[src/rtl/prim_fifo_wr_arb_if.sv]
// Write-side bundle between NumReq requesters, the arbiter and one FIFO write port.
// The arbiter takes the slave view; the requesters plus FIFO environment take the master view.
interface prim_fifo_wr_arb_if #(
   parameter int unsigned NumReq = 4,
   parameter int unsigned Width  = 16
);
   localparam int unsigned IdxW = $clog2(NumReq);

   logic [NumReq-1:0]       req_valid;
   logic [NumReq-1:0]       req_ready;
   logic [NumReq*Width-1:0] req_data;
   logic                    fifo_wvalid;
   logic                    fifo_wready;
   logic [Width-1:0]        fifo_wdata;
   logic [IdxW-1:0]         fifo_wsrc;

   modport master (
      output req_valid, req_data, fifo_wready,
      input  req_ready, fifo_wvalid, fifo_wdata, fifo_wsrc
   );

   modport slave (
      input  req_valid, req_data, fifo_wready,
      output req_ready, fifo_wvalid, fifo_wdata, fifo_wsrc
   );
endinterface

[src/rtl/prim_fifo_wr_arb.sv]
// Round-robin arbiter sharing one FIFO write port among NumReq sources, with per-source
// resident-entry counts fed back from pops and an optional per-source quota.
module prim_fifo_wr_arb #(
   parameter int unsigned NumReq = 4,
   parameter int unsigned Width  = 16,
   parameter int unsigned Quota  = 2,
   localparam int unsigned IdxW  = $clog2(NumReq),
   localparam int unsigned CntW  = (Quota == 0) ? 8 : $clog2(Quota + 1)
) (
   input  logic                   clk_i,
   input  logic                   rst_ni,
   input  logic                   clr_i,
   prim_fifo_wr_arb_if.slave      bus_io,
   input  logic                   pop_i,
   input  logic [IdxW-1:0]        pop_src_i,
   output logic [NumReq-1:0]      quota_full_o,
   output logic                   err_o
);
   typedef enum logic {StUnlocked, StLocked} state_e;

   localparam logic [CntW-1:0] QuotaC = CntW'(Quota);
   localparam logic [CntW-1:0] CntMax = {CntW{1'b1}};

   state_e            state_q, state_d;
   logic [IdxW-1:0]   rr_q, rr_d, held_q, held_d;
   logic [CntW-1:0]   cnt_q [NumReq];
   logic [CntW-1:0]   cnt_d [NumReq];
   logic              err_q, err_d;

   logic [Width-1:0]  data_arr [NumReq];
   logic [NumReq-1:0] at_quota, eligible, pop_hit, valid_pop, inc, req_ready;
   logic [IdxW-1:0]   pick, grant;
   logic              found, clearing, wvalid, accept;
   int unsigned       scan;

   assign clearing = ~rst_ni | clr_i;

   always_comb begin
      for (int i = 0; i < NumReq; i++) begin
         data_arr[i] = bus_io.req_data[i*Width +: Width];
         at_quota[i] = (Quota != 0) && (cnt_q[i] == QuotaC);
         pop_hit[i]  = pop_i && (pop_src_i == IdxW'(i));
      end
   end

   assign eligible = bus_io.req_valid & ~at_quota;

   // First eligible index at or after rr_q, wrapping; rr_q < NumReq so one subtract suffices.
   always_comb begin
      pick  = '0;
      found = 1'b0;
      scan  = 0;
      for (int unsigned off = 0; off < NumReq; off++) begin
         scan = 32'(rr_q) + off;
         if (scan >= NumReq) scan = scan - NumReq;
         if (!found && eligible[IdxW'(scan)]) begin
            found = 1'b1;
            pick  = IdxW'(scan);
         end
      end
   end

   always_comb begin
      grant = (state_q == StLocked) ? held_q : pick;
      if (clearing) begin
         wvalid = 1'b0;
      end else if (state_q == StLocked) begin
         wvalid = bus_io.req_valid[held_q];
      end else begin
         wvalid = |eligible;
      end
      accept    = wvalid & bus_io.fifo_wready;
      req_ready = '0;
      if (accept) req_ready[grant] = 1'b1;
   end

   assign bus_io.fifo_wvalid = wvalid;
   assign bus_io.fifo_wsrc   = wvalid ? grant : '0;
   assign bus_io.fifo_wdata  = wvalid ? data_arr[grant] : '0;
   assign bus_io.req_ready   = req_ready;
   assign quota_full_o       = at_quota;
   assign err_o              = err_q;

   always_comb begin
      state_d = state_q;
      held_d  = held_q;
      rr_d    = rr_q;
      if (accept) begin
         rr_d    = (grant == IdxW'(NumReq - 1)) ? '0 : grant + 1'b1;
         state_d = StUnlocked;
      end else if (state_q == StUnlocked && wvalid) begin
         state_d = StLocked;
         held_d  = grant;
      end else if (state_q == StLocked && !bus_io.req_valid[held_q]) begin
         // Requester withdrew mid-transfer; rearbitrate next cycle.
         state_d = StUnlocked;
      end
   end

   always_comb begin
      for (int i = 0; i < NumReq; i++) begin
         valid_pop[i] = pop_hit[i] && (cnt_q[i] != '0);
         inc[i]       = accept && (grant == IdxW'(i));
         cnt_d[i]     = cnt_q[i];
         if (inc[i] && !valid_pop[i] && cnt_q[i] != CntMax) begin
            cnt_d[i] = cnt_q[i] + 1'b1;
         end else if (!inc[i] && valid_pop[i]) begin
            cnt_d[i] = cnt_q[i] - 1'b1;
         end
      end
      // Covers both an empty source and a tag outside 0..NumReq-1.
      err_d = pop_i && !(|valid_pop);
   end

   always_ff @(posedge clk_i) begin
      if (!rst_ni || clr_i) begin
         state_q <= StUnlocked;
         rr_q    <= '0;
         held_q  <= '0;
         err_q   <= 1'b0;
         for (int i = 0; i < NumReq; i++) cnt_q[i] <= '0;
      end else begin
         state_q <= state_d;
         rr_q    <= rr_d;
         held_q  <= held_d;
         err_q   <= err_d;
         cnt_q   <= cnt_d;
      end
   end
endmodule

[src/flat_wrapper.sv]
// flat-port wrapper written by rule: the top's interface ports become plain ports
module prim_fifo_wr_arb_flat 
#(
   parameter int unsigned NumReq = 4,
   parameter int unsigned Width  = 16,
   parameter int unsigned Quota  = 2,
   localparam int unsigned IdxW  = $clog2(NumReq),
   localparam int unsigned CntW  = (Quota == 0) ? 8 : $clog2(Quota + 1)
)
  (clk_i, rst_ni, clr_i, pop_i, pop_src_i, quota_full_o, err_o, bus_io_req_valid, bus_io_req_data, bus_io_fifo_wready, bus_io_req_ready, bus_io_fifo_wvalid, bus_io_fifo_wdata, bus_io_fifo_wsrc);
  prim_fifo_wr_arb_if #(.NumReq(NumReq), .Width(Width)) bus_io_i ();
  input  logic clk_i;
  input  logic rst_ni;
  input  logic clr_i;
  input  logic pop_i;
  input  logic [IdxW-1:0] pop_src_i;
  output logic [NumReq-1:0] quota_full_o;
  output logic err_o;
  input wire logic [$bits(bus_io_i.req_valid)-1:0] bus_io_req_valid;
  input wire logic [$bits(bus_io_i.req_data)-1:0] bus_io_req_data;
  input wire logic [$bits(bus_io_i.fifo_wready)-1:0] bus_io_fifo_wready;
  output wire logic [$bits(bus_io_i.req_ready)-1:0] bus_io_req_ready;
  output wire logic [$bits(bus_io_i.fifo_wvalid)-1:0] bus_io_fifo_wvalid;
  output wire logic [$bits(bus_io_i.fifo_wdata)-1:0] bus_io_fifo_wdata;
  output wire logic [$bits(bus_io_i.fifo_wsrc)-1:0] bus_io_fifo_wsrc;
  assign bus_io_i.req_valid = bus_io_req_valid;
  assign bus_io_i.req_data = bus_io_req_data;
  assign bus_io_i.fifo_wready = bus_io_fifo_wready;
  assign bus_io_req_ready = bus_io_i.req_ready;
  assign bus_io_fifo_wvalid = bus_io_i.fifo_wvalid;
  assign bus_io_fifo_wdata = bus_io_i.fifo_wdata;
  assign bus_io_fifo_wsrc = bus_io_i.fifo_wsrc;
  prim_fifo_wr_arb #(.NumReq(NumReq), .Width(Width), .Quota(Quota)) u_core (.clk_i(clk_i), .rst_ni(rst_ni), .clr_i(clr_i), .bus_io(bus_io_i), .pop_i(pop_i), .pop_src_i(pop_src_i), .quota_full_o(quota_full_o), .err_o(err_o));
endmodule
[config.mk]
export PLATFORM = sky130hd
export DESIGN_NAME = prim_fifo_wr_arb_flat
export DESIGN_NICKNAME = d
export VERILOG_FILES = /design/src/rtl/prim_fifo_wr_arb_if.sv /design/src/rtl/prim_fifo_wr_arb.sv /design/src/flat_wrapper.sv
export SDC_FILE = /design/constraint.sdc
export NUM_CORES = 1
export LEC_CHECK = 0
export ABC_AREA = 1
export BUFFER_PORTS_ARGS = -buffer_cell sky130_fd_sc_hd__clkbuf_2
export CAP_MARGIN = 25
export CORE_MARGIN = 3
export CORE_UTILIZATION = 46
export CTS_BUF_LIST = sky130_fd_sc_hd__clkbuf_16
export CTS_CLUSTER_DIAMETER = 50
export CTS_CLUSTER_SIZE = 12
export DETAILED_ROUTE_END_ITERATION = 10
export GPL_ROUTABILITY_DRIVEN = 0
export PLACE_DENSITY_LB_ADDON = 0.05
export SYNTH_ARGS = -nofsm -noshare
export SYNTH_HDL_FRONTEND = slang
export SYNTH_SLANG_ARGS = --single-unit
[constraint.sdc]
create_clock -name clk_i -period 2.96 [get_ports clk_i]
set_clock_uncertainty 0.2 [all_clocks]
set_input_delay 0.592 -clock clk_i [delete_from_list [all_inputs] [get_ports clk_i]]
set_output_delay 0.592 -clock clk_i [all_outputs]
set_load 0.01 [all_outputs]
# --- Word-level counts from Yosys, hierarchy flattened ---
# Index checks and enable logic that the tools add are counted.
# Widths: inputs -> output; s select.
classes:
  add_sub_neg: 16
  order_cmp: 12
  eq_ne: 14
  muxes: 43
  bitwise_logic: 8
  reduce_logical: 61
ops:
  columns: ["cell", "n"]
  rows:
  - ["$mux 16", 3]
  - ["$mux 2", 19]
  - ["$bmux 16 s2", 1]
  - ["$logic_and 1x1->1", 31]
  - ["$lt 2x3->1 const B", 6]
  - ["$reduce_bool 2->1", 9]
  - ["$eq 2x2->1 const B", 8]
  - ["$sub 2x1->2 const B", 8]
  - ["$logic_not 1->1", 14]
  - ["$mux 1", 13]
  - ["$ge 3x3->1 const B", 4]
  - ["$add 2x1->2 const B", 5]
  - ["$bmux 1 s2", 5]
  - ["$ne 2x2->1 const B", 4]
  - ["$reduce_or 4->1", 2]
  - ["$add 2x2->3 const B", 2]
  - ["$and 4x4->4", 1]
  - ["$eq 2x1->1 const B", 2]
  - ["$logic_not 2->1", 2]
  - ["$mux 4", 1]
  - ["$not 4->4", 1]
  - ["$add 2x1->3 const B", 1]
  - ["$ge 2x3->1 const B", 1]
  - ["$not 1->1", 3]
  - ["8 further kinds", 8]
word_totals:
  ff_bits: 14
  elab_cells: 162

# --- Longest topological paths before layout ---
depth:
  depth_word: 22
  ltp_mapped: 17
  mapped_depth_nobuf: 17

# --- Worst setup path after synthesis ---
# Ideal clock, no wire load.
synth_timing:
  path_type: "in2out"
  start: "input port bus_io_req_valid[2]"
  end: "output port bus_io_fifo_wdata[0]"
  arrival_ns: 1.777
  required_ns: 2.168
  path_slack_ns: 0.391
  path_stages: 15
  path_buffers: 1
  cell_sequence: "nand3_1 -> nand2_1 -> nand2_1 -> nand2_1 -> nand2_1 -> nand2_1 -> nand2_1 -> nand2_2 -> nand3_4 -> nand2_4 -> buf_6 -> nand2_1 -> nand2_1 -> nand2_1 -> a21oi_1"
synth_via:
  elab_chain_cells: 19
  word_cells_on_any_way: 33
synth_rtl:
  columns: ["item", "line", "rtl"]
  rows:
  - ["from (decl)", "flat_wrapper.sv:19", "input wire logic [$bits(bus_io_i.req_valid)-1:0] bus_io_req_valid;"]
  - ["$and 4x4->4", "prim_fifo_wr_arb.sv:46", "assign eligible = bus_io.req_valid & ~at_quota;"]
  - ["$bmux 1 s2", "prim_fifo_wr_arb.sv:56", "if (!found && eligible[IdxW'(scan)]) begin"]
  - ["$mux 1 (not written as such)", "prim_fifo_wr_arb.sv:56", null]
  - ["$mux 1", "prim_fifo_wr_arb.sv:56", null]
  - ["$logic_not 1->1", "prim_fifo_wr_arb.sv:56", null]
  - ["$logic_and 1x1->1", "prim_fifo_wr_arb.sv:56", null]
  - ["$mux 1", "prim_fifo_wr_arb.sv:56", null]
  - ["$logic_not 1->1", "prim_fifo_wr_arb.sv:56", null]
  - ["(+2 left out)", null, null]
  - ["$logic_not 1->1", "prim_fifo_wr_arb.sv:56", null]
  - ["$logic_and 1x1->1", "prim_fifo_wr_arb.sv:56", null]
  - ["$mux 2", "prim_fifo_wr_arb.sv:56", null]
  - ["$mux 2", "prim_fifo_wr_arb.sv:64", "grant = (state_q == StLocked) ? held_q : pick;"]
  - ["$not 2->3 (not written as such)", "prim_fifo_wr_arb.sv:79", "assign bus_io.fifo_wdata = wvalid ? data_arr[grant] : '0;"]
  - ["$bmux 16 s2", "prim_fifo_wr_arb.sv:79", null]
  - ["$mux 16 (not written as such) (2 in series)", "prim_fifo_wr_arb.sv:79", null]
  - ["$mux 16 (*)", "prim_fifo_wr_arb.sv:79", null]
  - ["to (decl)", "flat_wrapper.sv:24", "output wire logic [$bits(bus_io_i.fifo_wdata)-1:0] bus_io_fifo_wdata;"]
# Mark *: on every way between the ends. The rest lies on a longest branch, timed or not. The select of a mux whose other input is x is not followed.

# --- Worst setup path in the final report ---
layout_timing:
  start: "register u_core.rr_q[0]"
  end: "output port bus_io_fifo_wdata[3]"
layout_via:
  elab_chain_cells: 20
  word_cells_on_any_way: 42
layout_rtl:
  columns: ["item", "line", "rtl"]
  rows:
  - ["from (decl)", "prim_fifo_wr_arb.sv:25", "logic [IdxW-1:0] rr_q, rr_d, held_q, held_d;"]
  - ["from (signal assigned)", "prim_fifo_wr_arb.sv:124", "rr_q <= rr_d;"]
  - ["parallel branches: the longest is 13 deep, another holds $add 2x1->3", null, null]
  - ["$mux 2 (*)", "prim_fifo_wr_arb.sv:56", null]
  - ["$mux 2 (*)", "prim_fifo_wr_arb.sv:64", null]
  - ["$not 2->3 (not written as such) (*)", "prim_fifo_wr_arb.sv:79", null]
  - ["$bmux 16 s2 (*)", "prim_fifo_wr_arb.sv:79", null]
  - ["$mux 16 (not written as such) (*) (2 in series)", "prim_fifo_wr_arb.sv:79", null]
  - ["$mux 16 (*)", "prim_fifo_wr_arb.sv:79", null]
# Mark *: on every way between the ends. The select of a mux whose other input is x is not followed.

==> impl_metrics.py <==
metrics = {
    "status": {
        "status": "complete, but fails checks",
        "violations": "negative setup slack",
    },
    "timing": {
        "worst_pin_slew_ns": 0.376,
        "maxSlewHeadroom_pct": 74.8,
        "layout_min_cycle_time_ns": 3.00,
        "final.setup.worst_slack_ns": -0.0409,
        "setup_viol": 13,
        "drv_slew": 0,
        "setup_tns_ns": -0.183,
        "rsz0062_at_grt": "true",
        "fmax_mhz": 333,
        "period_share_pct": 101,
        "finalHoldViolCount": 0,
    },
    "layout": {
        "area.growth.synth_to_final_pct": 46.8,
        "fillers": 377,
        "final_cells": 527,
        "fin_area_um2": 2890,
        "fin_nets": 553,
        "diodes": 0,
        "drive_gt1_share_pct": 42.3,
        "finish.utilization_pct": 71.3,
    },
    "clock_network": {
        "cts.reportedPaths.clkPinSlew_ns": 0.05,
        "cts.sinks": 14,
        "hold_buffers": 0,
        "cts-root-buf": "clkbuf_16",
        "clkLatencyLatePin_ns": 0.25,
        "clk_path_buf_depth": 2,
        "cts_tree": "yes",
        "cts_buffers": 3,
        "htree_levels": 1,
    },
    "critical_path": {
        "critical_path_arrival_ns": 2.21,
        "rrSetupSlack_ns": 0.67,
        "r2r_end": "u_core.cnt_q[3]",
        "required_ns": 2.17,
        "critPathMaxFanout": 7,
        "critPathLaunchType": "flip-flop",
        "crit_path_end_kind": "output pin",
        "r2r_cells": 15,
        "criticalPathCategory": "reg2out",
        "r2r-start": "u_core.rr_q[0]",
    },
    "placed_design": {
        "postPlaceCellArea_um2": 2530,
        "hpwlAfterDp_um": 4770,
        "port_buffers": 102,
        "place_inst": 516,
    },
    "worst_hold_path": {
        "hp-class": "reg2reg",
        "hp-start": "u_core.cnt_q[3]",
        "hold_end": "u_core.cnt_q[3]",
        "hold_depth": 2,
    },
    "yosys": {
        "yosys.area_share.simple_pct": 59.2,
        "synthAdderAreaFrac_pct": 0,
        "ys_top_cells_by_area": "nand2_1, dfxtp_1, nand3_1",
        "muxShareOfSynthArea_pct": 0,
        "syn_avg_cell_area_um2": 5.31,
        "synth_flop_cell": "dfxtp_1",
        "yosys.area.top_type": "nand2_1",
        "yosysWarningCount": 0,
        "ys_types": 26,
        "synthArstFlopShare_pct": 0,
        "synthTopCellsByCount": "nand2_1, nand3_1, inv_1, nor2_1",
        "synth_fp_nets": 446,
        "ys_seq_area_share_pct": 14.2,
        "synth_top_area_share_pct": 31.0,
        "ys_ff_latch": 14,
        "netlist_area_um2": 1970,
        "synth_edf_count": 0,
        "synth-compound-area-share_pct": 12.3,
        "synth_top_family_by_area": "simple AND/OR/NAND/NOR gates",
        "synth_xor_area_share_pct": 1.65,
        "synthCells": 371,
        "yosysMostFrequentCell": "nand2_1",
    },
    "routing": {
        "vias": 2699,
        "first_iter_violations": 175,
        "firstDrtPassIters": 4,
        "drc_errors": 0,
        "drt.antenna.violating_nets": 0,
        "wl_um": 6810,
        "avgRoutedWirePerCell_um": 12.9,
        "viasPerCell": 5.12,
    },
    "power": {
        "power_density_nw_per_um2": 358,
        "power_mw": 1.04,
        "p_leak_nw": 1.60,
        "ir_drop_v": 0.000231,
    },
    "grt": {
        "grt_antenna_before_repair": 0,
        "grt_start_max_net_pins": 33,
        "grt_pass1_wl_um": 9790,
        "track_usage_pct": 23.2,
        "first_global_vias": 2310,
        "grt-ovfl-total": 0,
    },
    "floorplanning": {
        "io_pins": 103,
        "design.core.area_um2": 4060,
        "fp.dieW_um": 71.5,
        "fp-row-count": 23,
        "die_h_um": 71.5,
        "start_util_pct": 48.6,
        "dieArea_um2": 5110,
    },
    "job": {
        "drv_cap": 0,
    },
}
==> layout by cell type, fill, tap and decap left out, drive strengths merged <==
cell type and n:
xor2 1, a21boi 1, nor2 25, nor3 6, clkinv 1, or2 1
dfxtp 14, nand2 172, nand3 58, a21oi 27, clkbuf 93, inv 34
xnor2 1, nand4 3, buf 29, o21ai 10, nor4 1
==> power breakdown <==
group,switching (mW),internal [mW]
combinational,0.330,0.245
clock,0.0833,0.179
sequential,0.00620,0.191
total,0.420,0.615
==> how the worst max path moves through the flow <==
stage                         from  cells after the start               endpoint
2_1_floorplan  bus_io_req_valid[2]                     15   bus_io_fifo_wdata[0]
3_3_place_gp   bus_io_req_valid[2]                     13  bus_io_fifo_wdata[11]
3_5_place_dp   bus_io_req_valid[3]                     14   bus_io_fifo_wdata[1]
4_1_cts             u_core.rr_q[0]                     14   bus_io_fifo_wdata[1]
5_1_grt             u_core.rr_q[0]                     17  bus_io_fifo_wdata[10]
6_report            u_core.rr_q[0]                     14   bus_io_fifo_wdata[3]
==> critical path, cell delays in order, from the launching register on <==
cell,delay [ns]
dfxtp_4,0.39
buf_6,0.12
xor2_4,0.17
nand3_1,0.12
nand2_2,0.10
nand3_1,0.09
nand3_2,0.10
nand3_4,0.14
nand2_8,0.14
buf_6,0.15
nand2_1,0.05
nand2_1,0.05
nand2_1,0.06
a21oi_2,0.13
clkbuf_2,0.14
==> layout make-up <==
type / instances / area [um^2] / area share (%)
clock inverters: 1 / 3.75 / 0.130
flip-flops and latches: 14 / 300 / 10.4
repair buffers: 119 / 724 / 25.0
multi-input cells: 306 / 1600 / 55.2
well taps: 50 / 62.6 / 2.16
inverters: 34 / 130 / 4.50
clock buffers: 3 / 75.1 / 2.60
==> kinds of logic after synthesis <==
logic type	Yosys count
xor gates and xnor gates	2
and+or+nand+nor	265
buffers and inverters	52
DFF	14
AOI/OAI and AO/OA	38
==> flip-flops by register name (all words and copies together) (netlist names) <==
register / count
u_core.held_q: 2
u_core.cnt_q: 8
u_core.rr_q: 2
u_core.err_o: 1
u_core.state_q: 1
==> metal layers <==
layer / up-vias / part of all wire (%) / global-route usage (%)
met5: - / 0 / 0
met4: 0 / 0.71 / 8.35
met3: 7 / 7.1 / 2.52
met2: 102 / 49 / 38.8
met1: 1195 / 43 / 30.8
li1: 1395 / - / -
==> what timing repair did <==
item                       CTS  global route
pin swaps                    0            16
setup endpoints to repair   19            21
gates resized for setup     11            61
gates cloned                 0             4
setup buffers                0             3
==> stage by stage <==
step / worst slack (ns) / hold WS (ns)
floorplan: 0.391 / 0.290
global placement: 0.0571 / 0.325
detailed placement: 0.0715 / 0.329
CTS: 0.00216 / 0.317
global route: -0.182 / 0.354
finish: -0.0409 / 0.323
No activity file was read; power rests on OpenSTA's default activity.
